### src/rtl/mem_bus_arbiter.sv
// mem_bus_arbiter: shares one single-port memory between the CPU instruction
// and data ports. It grants one transaction at a time, alternates the grant
// when both ports contend, holds the last read data for each port, and raises
// a sticky bus_error when a granted access waits too long on the memory.
module mem_bus_arbiter #(
  parameter int TIMEOUT_CYCLES = 1024
) (
  input  logic        clk,
  input  logic        rst,
  input  logic [31:0] ip_address,
  input  logic        read_ip,
  output logic [31:0] ip_readdata,
  output logic        ip_waitrequest,
  input  logic [31:0] dp_address,
  input  logic [31:0] writedata,
  input  logic [3:0]  byteenable,
  input  logic        read_dp,
  input  logic        write_dp,
  output logic [31:0] dp_readdata,
  output logic        dp_waitrequest,
  output logic        stall,
  output logic [31:0] mem_address,
  output logic        mem_read,
  output logic        mem_write,
  output logic [31:0] mem_writedata,
  output logic [3:0]  mem_byteenable,
  input  logic [31:0] mem_readdata,
  input  logic        mem_waitrequest,
  output logic        bus_error
);

  typedef enum logic [1:0] {IDLE, GNT_I, GNT_D} state_t;

  // Counter only needs to reach TIMEOUT_CYCLES; it saturates there.
  localparam int CW = (TIMEOUT_CYCLES > 0) ? $clog2(TIMEOUT_CYCLES + 1) : 1;
  localparam logic [CW-1:0] TO_MAX  = CW'(TIMEOUT_CYCLES);
  localparam logic [CW-1:0] TO_LAST = CW'(TIMEOUT_CYCLES - 1);

  state_t        state, state_nx;
  logic          last_data;   // 1 when the data port owned the most recent completed grant
  logic [31:0]   ip_hold, dp_hold;
  logic [CW-1:0] to_cnt;
  logic          ip_req, dp_req, dp_is_read, done;

  assign ip_req     = read_ip;
  assign dp_req     = read_dp | write_dp;
  // A simultaneous read and write is treated as a write; the read is dropped.
  assign dp_is_read = read_dp & ~write_dp;
  assign done       = (state != IDLE) && !mem_waitrequest;

  // State register.
  always_ff @(posedge clk or posedge rst) begin
    if (rst) state <= IDLE;
    else     state <= state_nx;
  end

  // Next-state: data wins contention unless it won last time.
  always_comb begin
    state_nx = state;
    case (state)
      IDLE: begin
        if (dp_req && (!ip_req || !last_data)) state_nx = GNT_D;
        else if (ip_req)                       state_nx = GNT_I;
      end
      GNT_I, GNT_D: if (done) state_nx = IDLE;
      default: state_nx = IDLE;
    endcase
  end

  // Memory port drive for the current grant.
  always_comb begin
    mem_address    = '0;
    mem_read       = 1'b0;
    mem_write      = 1'b0;
    mem_writedata  = '0;
    mem_byteenable = '0;
    case (state)
      GNT_I: begin
        mem_address    = ip_address;
        mem_read       = 1'b1;
        mem_byteenable = 4'b1111;
      end
      GNT_D: begin
        mem_address    = dp_address;
        mem_read       = dp_is_read;
        mem_write      = write_dp;
        mem_writedata  = writedata;
        mem_byteenable = byteenable;
      end
      default: ;
    endcase
  end

  assign ip_waitrequest = ip_req & ~((state == GNT_I) & done);
  assign dp_waitrequest = dp_req & ~((state == GNT_D) & done);
  assign stall          = ip_waitrequest | dp_waitrequest;

  // Read data flows through in the completion cycle, otherwise comes from the hold register.
  assign ip_readdata = ((state == GNT_I) && done) ? mem_readdata : ip_hold;
  assign dp_readdata = ((state == GNT_D) && done && dp_is_read) ? mem_readdata : dp_hold;

  // Capture read data and remember who was served last.
  always_ff @(posedge clk or posedge rst) begin
    if (rst) begin
      ip_hold   <= '0;
      dp_hold   <= '0;
      last_data <= 1'b0;
    end else if (done) begin
      last_data <= (state == GNT_D);
      if (state == GNT_I)               ip_hold <= mem_readdata;
      if (state == GNT_D && dp_is_read) dp_hold <= mem_readdata;
    end
  end

  // Wait-cycle counter for the active grant; the access keeps waiting after a timeout.
  always_ff @(posedge clk or posedge rst) begin
    if (rst) begin
      to_cnt    <= '0;
      bus_error <= 1'b0;
    end else if (state == IDLE || !mem_waitrequest) begin
      to_cnt <= '0;
    end else begin
      if (to_cnt != TO_MAX) to_cnt <= to_cnt + 1'b1;
      if (TIMEOUT_CYCLES != 0 && to_cnt == TO_LAST) bus_error <= 1'b1;
    end
  end

endmodule

### config.mk
export PLATFORM = sky130hd
export DESIGN_NAME = mem_bus_arbiter
export DESIGN_NICKNAME = d
export VERILOG_FILES = /design/src/rtl/mem_bus_arbiter.sv
export SDC_FILE = /design/constraint.sdc
export NUM_CORES = 1
export LEC_CHECK = 0
export CORE_MARGIN = 3
export CORE_UTILIZATION = 40
export CTS_CLUSTER_DIAMETER = 100
export DETAILED_ROUTE_END_ITERATION = 8
export PLACE_DENSITY = 0.86
export SLEW_MARGIN = 30
export SYNTH_ARGS = -nofsm -noshare
export SYNTH_HDL_FRONTEND = slang
export SYNTH_SLANG_ARGS = --single-unit
### constraint.sdc
create_clock -name clk -period 3.6 [get_ports clk]
set_input_delay 0.36 -clock clk [delete_from_list [all_inputs] [get_ports clk]]
set_output_delay 0.36 -clock clk [all_outputs]
set_load 0.02 [all_outputs]
**Word-level counts from Yosys, hierarchy flattened**

Index checks and enable logic that the tools add are counted.

- Input port bits: 138
- Output and inout port bits: 138
- Register bits: 79

- Muxes and demuxes: 13
- Add/subtract/negate cells: 1
- Eq/ne operators: 6
- Bitwise logic cells: 11
- Reductions and logical operators: 19

Operators with widths:

| cell | number |
|---|---|
| $mux W32 | 3 |
| $pmux W32 S2 | 1 |
| $mux W11 | 2 |
| $add A11 B1 Y11 const B | 1 |
| $eq A11 B10 Y1 const B | 1 |
| $ne A11 B11 Y1 const B | 1 |
| $pmux W4 S2 | 1 |
| $reduce_and A2 Y1 | 4 |
| $logic_and A1 B1 Y1 | 6 |
| $mux W2 | 3 |
| $and A1 B1 Y1 | 5 |
| $not A1 Y1 | 4 |
| $pmux W2 S2 | 1 |
| $reduce_bool A2 Y1 | 2 |
| $logic_not A1 Y1 | 3 |
| $ne A3 B3 Y1 const B | 1 |
| $eq A2 B1 Y1 const B | 1 |
| $eq A2 B2 Y1 const B | 1 |
| $logic_not A2 Y1 | 1 |
| $logic_or A1 B1 Y1 | 2 |
| $ne A2 B2 Y1 const B | 1 |
| $or A1 B1 Y1 | 2 |
| $pmux W1 S2 | 1 |
| $reduce_or A2 Y1 | 1 |
| $mux W1 | 1 |

**Longest topological paths before layout**

- Depth after elaboration: 6
- Gate-level depth with buffers: 7
- Mapped depth without buffers: 5

**Worst setup path before layout**

Ideal clock, no wire load.

- Path kind: reg2out
- From: register state[0]
- To: output port dp_readdata[0]
- Slack: 1,563 ps
- Data required time: 3,240 ps
- Path buffers: 2
- Stages on the path, launching flop included: 8
- Arrival: 1,677 ps
- Path through: dfrtp_1 > inv_1 > ha_1 > buf_2 > and3b_1 > nand2_2 > buf_2 > mux2_2

- Cells in the longest elaborated chain, start to end: 5

Ends and longest elaborated chain:

| element | line | RTL |
|---|---|---|
| start, declared | 39 | `state_t state, state_nx;` |
| start signal, assigned | 54 | `else state <= state_nx;` |
| $reduce_bool A2 Y1 | 49 | `assign done = (state != IDLE) && !mem_waitrequest;` |
| $logic_and A1 B1 Y1 | 49 |  |
| $logic_and A1 B1 Y1 * (2 in series) | 100 | `assign dp_readdata = ((state == GNT_D) && done && dp_is_read) ? mem_readdata : dp_hold;` |
| $mux W32 * | 100 |  |
| end, declared | 19 | `output logic [31:0] dp_readdata,` |

Mark *: on every way between the ends. The rest lies on a longest branch, timed or not.

**Final worst setup path**

- From: register state[1]
- To: output port ip_readdata[19]

- Cells in the longest elaborated chain, start to end: 4

Ends and longest elaborated chain:

| element | line | RTL |
|---|---|---|
| $reduce_bool A2 Y1 | 49 |  |
| $logic_and A1 B1 Y1 | 49 |  |
| $logic_and A1 B1 Y1 * | 99 | `assign ip_readdata = ((state == GNT_I) && done) ? mem_readdata : ip_hold;` |
| $mux W32 * | 99 |  |
| end, declared | 12 | `output logic [31:0] ip_readdata,` |

Marks and branches as above.

==> flow_results.xml <==
<?xml version="1.0" encoding="UTF-8"?>
<metrics>
  <group name="global_routing">
    <metric name="grt_start_max_net_pins" unit="">72</metric>
    <metric name="grt_pass1_wl" unit="mm">22.9</metric>
    <metric name="grt_overflow" unit="">0</metric>
    <metric name="grt.total_usage" unit="">0.230</metric>
    <metric name="first_global_vias" unit="">4210</metric>
    <metric name="grt_antenna_before_repair" unit="">0</metric>
  </group>
  <group name="sta">
    <metric name="timing.final.hold_violations" unit="">0</metric>
    <metric name="setup_total_negative_slack" unit="ns">0</metric>
    <metric name="final_min_period_over_clock_period" unit="">0.825</metric>
    <metric name="layout_min_cycle_time" unit="ns">2.97</metric>
    <metric name="max_clock_freq" unit="MHz">337</metric>
    <metric name="timing.hold.ws" unit="ns">0.397</metric>
    <metric name="finalClockSkew" unit="ns">0.0106</metric>
    <metric name="maxSlewHeadroom" unit="">0.605</metric>
    <metric name="setup_repair_after_global_routing_missed_its_margin" unit="">no</metric>
    <metric name="final_max_slew_viol_count" unit="">0</metric>
    <metric name="setup_viol" unit="">0</metric>
    <metric name="worst-slew-pin-transition" unit="ns">0.593</metric>
  </group>
  <group name="cts">
    <metric name="ctsRootBufferMaster" unit="">clkbuf_8</metric>
    <metric name="post-cts-setup-buffer-count" unit="">0</metric>
    <metric name="cts-hold-fix-buffers" unit="">0</metric>
    <metric name="cts_htree_levels" unit="">3</metric>
    <metric name="post_cts_resized" unit="">0</metric>
    <metric name="tritoncts_buffers" unit="">9</metric>
    <metric name="max-clock-path-buffers" unit="">2</metric>
    <metric name="cts_tree" unit="">built</metric>
    <metric name="worst_setup_hold_path_clk_slew" unit="ns">0.08</metric>
    <metric name="clock_sinks" unit="">79</metric>
    <metric name="insertion_delay" unit="ns">0.35</metric>
  </group>
  <group name="logic_synthesis">
    <metric name="synth_area" unit="mm2">0.00437</metric>
    <metric name="async_reset_ff_frac" unit="">1.00</metric>
    <metric name="postSynthNetCount" unit="">528</metric>
    <metric name="synth_largest_area_cell" unit="">dfrtp_1</metric>
    <metric name="leading_post_synthesis_cells_by_cell_area" unit="">dfrtp_1, mux2_2, a22oi_1</metric>
    <metric name="sequential_to_total_area_share_from_yosys_stat" unit="">0.453</metric>
    <metric name="synthDominantCellAreaShare" unit="">0.453</metric>
    <metric name="synth-edff-count" unit="">0</metric>
    <metric name="yosys_most_used_dff" unit="">dfrtp_1</metric>
    <metric name="synth.avg_cell_area" unit="um2">11.3</metric>
    <metric name="yosys.cell_types.count" unit="">37</metric>
    <metric name="synth-seq-cells" unit="">79</metric>
    <metric name="yosysWarnings" unit="">0</metric>
    <metric name="synthCells" unit="">385</metric>
  </group>
  <group name="setup_path">
    <metric name="critPathMaxStageDelay" unit="ns">0.56</metric>
    <metric name="worst_ep_arrival_time" unit="ns">2.61</metric>
    <metric name="cp_max_fo" unit="">23</metric>
    <metric name="cell_with_the_biggest_individual_delay_on_the_critical_path" unit="">clkdlybuf4s50_1</metric>
    <metric name="startpoint_type" unit="">register</metric>
    <metric name="timing.critical_path.cells" unit="">inv_1 -&gt; ha_2 -&gt; nor2_2 -&gt; nand2_1 -&gt; buf_4 -&gt; mux2_2 -&gt; clkdlybuf4s50_1</metric>
    <metric name="crit-reg2reg-launch" unit="">state[1]$_DFFE_PP0P_</metric>
    <metric name="timing_worst_setup_path_type" unit="">reg2out</metric>
    <metric name="worst_setup_path_end_kind" unit="">primary output</metric>
    <metric name="startpoint" unit="">state[1]$_DFFE_PP0P_</metric>
    <metric name="critPathRequiredTime" unit="ns">3.24</metric>
  </group>
  <group name="floorplan">
    <metric name="num_io_pins" unit="">276</metric>
    <metric name="floorplan.die.height" unit="um">111</metric>
    <metric name="die_x" unit="um">111</metric>
    <metric name="design.die.area" unit="mm2">0.0122</metric>
    <metric name="core-area" unit="mm2">0.0105</metric>
    <metric name="floorplan.initialDensity" unit="">0.417</metric>
    <metric name="std_cell_rows" unit="">37</metric>
  </group>
  <group name="detailed_routing">
    <metric name="postRouteWirelength" unit="mm">14.4</metric>
    <metric name="vias_after_detailed_routing" unit="">4015</metric>
    <metric name="first_iter_violations" unit="">183</metric>
    <metric name="detail_route.vias_per_cell" unit="">5.06</metric>
    <metric name="drtPass1Iterations" unit="">4</metric>
    <metric name="ant_nets" unit="">0</metric>
    <metric name="drc" unit="">0</metric>
    <metric name="wl_per_cell" unit="um">18.2</metric>
  </group>
  <group name="cells_and_area">
    <metric name="layout.cells.most_common_list" unit="">clkdlybuf4s50_1, mux2_2, dfrtp_1, nor2b_1, and2_1</metric>
    <metric name="final_net_count" unit="">795</metric>
    <metric name="leading_cell_type_in_the_layout_fill_and_taps_excluded" unit="">clkdlybuf4s50_1</metric>
    <metric name="antenna-diode-count" unit="">0</metric>
    <metric name="filler_cell_count" unit="">766</metric>
    <metric name="post_route_cells_drive_above_1_share" unit="">0.192</metric>
    <metric name="synthToLayoutAreaGrowth" unit="%">70.9</metric>
  </group>
  <group name="power">
    <metric name="max-vdd-ir-drop" unit="mV">0.486</metric>
    <metric name="total_power" unit="W">0.00550</metric>
    <metric name="static-leakage-power" unit="nW">3.06</metric>
    <metric name="power_density" unit="mW/mm2">736</metric>
  </group>
  <group name="placement">
    <metric name="dp.final_hpwl" unit="mm">11.2</metric>
    <metric name="portBuffers" unit="">275</metric>
    <metric name="gpl.final_weighted_congestion" unit="">0.844</metric>
  </group>
  <group name="worst_hold_path">
    <metric name="min-delay-path-class" unit="">in2async</metric>
  </group>
  <group name="flow_run">
    <metric name="cap_violations" unit="">0</metric>
  </group>
  <group name="outcome">
    <metric name="outcome" unit="">finished, final reports clean</metric>
  </group>
</metrics>
-- Yosys cell counts, types with 2 or more instances --
master and count:
a21oi_1 12, a22oi_1 32, and2_1 34, buf_2 11, clkbuf_1 14, dfrtp_1 79
ha_1 5, inv_1 9, mux2_2 97, mux2i_1 2, nand2_1 10, nand2b_1 2
nand3_1 5, nor2_1 5, nor2b_1 37, o21a_1 2, o21ai_0 3, o311ai_0 2
o31ai_1 2, or3_1 2, or4_1 3, xor2_1 2
-- cell families (layout without fill, tap and decap cells) --
family / count (synthesis) / count (layout) / share of synthesized area
xor+xnor: 2 / 2 / 0.00401
fa+ha+maj: 5 / 5 / 0.0143
mux: 99 / 99 / 0.255
flops: 79 / 79 / 0.453
buf+inv: 35 / 307 / 0.0332
compound gates: 58 / 58 / 0.0931
simple gates: 107 / 107 / 0.148
-- critical path: cells and delay by family, from the launching register on --
| family | cells | cell delay (ns) |
|---|---|---|
| buf+inv | 3 | 0.99 |
| simple gates | 2 | 0.20 |
| fa+ha+maj | 1 | 0.27 |
| mux | 1 | 0.40 |
| flops | 1 | 0.40 |
-- area by class of cell --
| type | instances | area, um2 | area share |
|---|---|---|---|
| clock inverter | 5 | 63.8 | 0.00855 |
| sequential | 79 | 1980 | 0.265 |
| multi-input combinational | 271 | 2250 | 0.302 |
| timing repair buffer | 282 | 2820 | 0.377 |
| tap | 136 | 170 | 0.0228 |
| clock buffer | 11 | 151 | 0.0203 |
| inverter | 9 | 33.8 | 0.00453 |
-- metrics by stage --
| step | instances | instance area (um2) | utilization | worst slack (ns) |
|---|---|---|---|---|
| 6_report | 793 | 7460 | 0.713 | 0.630 |
| 5_1_grt | 793 | 7460 | 0.713 | 0.484 |
| 4_1_cts | 793 | 7460 | 0.713 | 0.529 |
| 3_5_place_dp | 777 | 7250 | 0.693 | 0.779 |
| 3_3_place_gp | 777 | 7250 | 0.693 | 0.813 |
| 2_1_floorplan | 385 | 4370 | - | 1.22 |
-- layer usage --
layer	up-vias	GRT usage	share of wire
met5	-	0	0
met1	1913	0.280	0.40
met4	0	0.0591	0.022
met2	170	0.396	0.51
met3	24	0.0701	0.068
li1	1908	-	-
-- flip-flops by register name, indices dropped and copies added, names as in the netlist --
| register | count |
|---|---|
| bus_error | 1 |
| dp_hold | 32 |
| ip_hold | 32 |
| last_data | 1 |
| state | 2 |
| to_cnt | 11 |
-- power by group --
| group | leakage [nW] | internal [W] | switching (W) | total [W] |
|---|---|---|---|---|
| clock | 0.106 | 0.000363 | 0.000328 | 0.000691 |
| sequential | 1.02 | 0.00122 | 0.000135 | 0.00135 |
| combinational | 1.93 | 0.00178 | 0.00168 | 0.00345 |
| total | 3.06 | 0.00336 | 0.00214 | 0.00550 |
-- final timing paths --
kind	endpoint	slack, ns	depth (start not counted)
setup / recovery	ip_readdata[19]	0.63	7
hold / removal	to_cnt[8]$_DFFE_PP0P_	0.40	2
setup reg to reg	ip_hold[8]$_DFFE_PP0P_	1.77	6
hold reg to reg	bus_error$_DFFE_PP0P_	0.49	1
max in group asynchronous	ip_hold[22]$_DFFE_PP0P_	2.40	3
min in group clk	bus_error$_DFFE_PP0P_	0.49	1
Note: power is estimated with default switching activity, not from simulation.
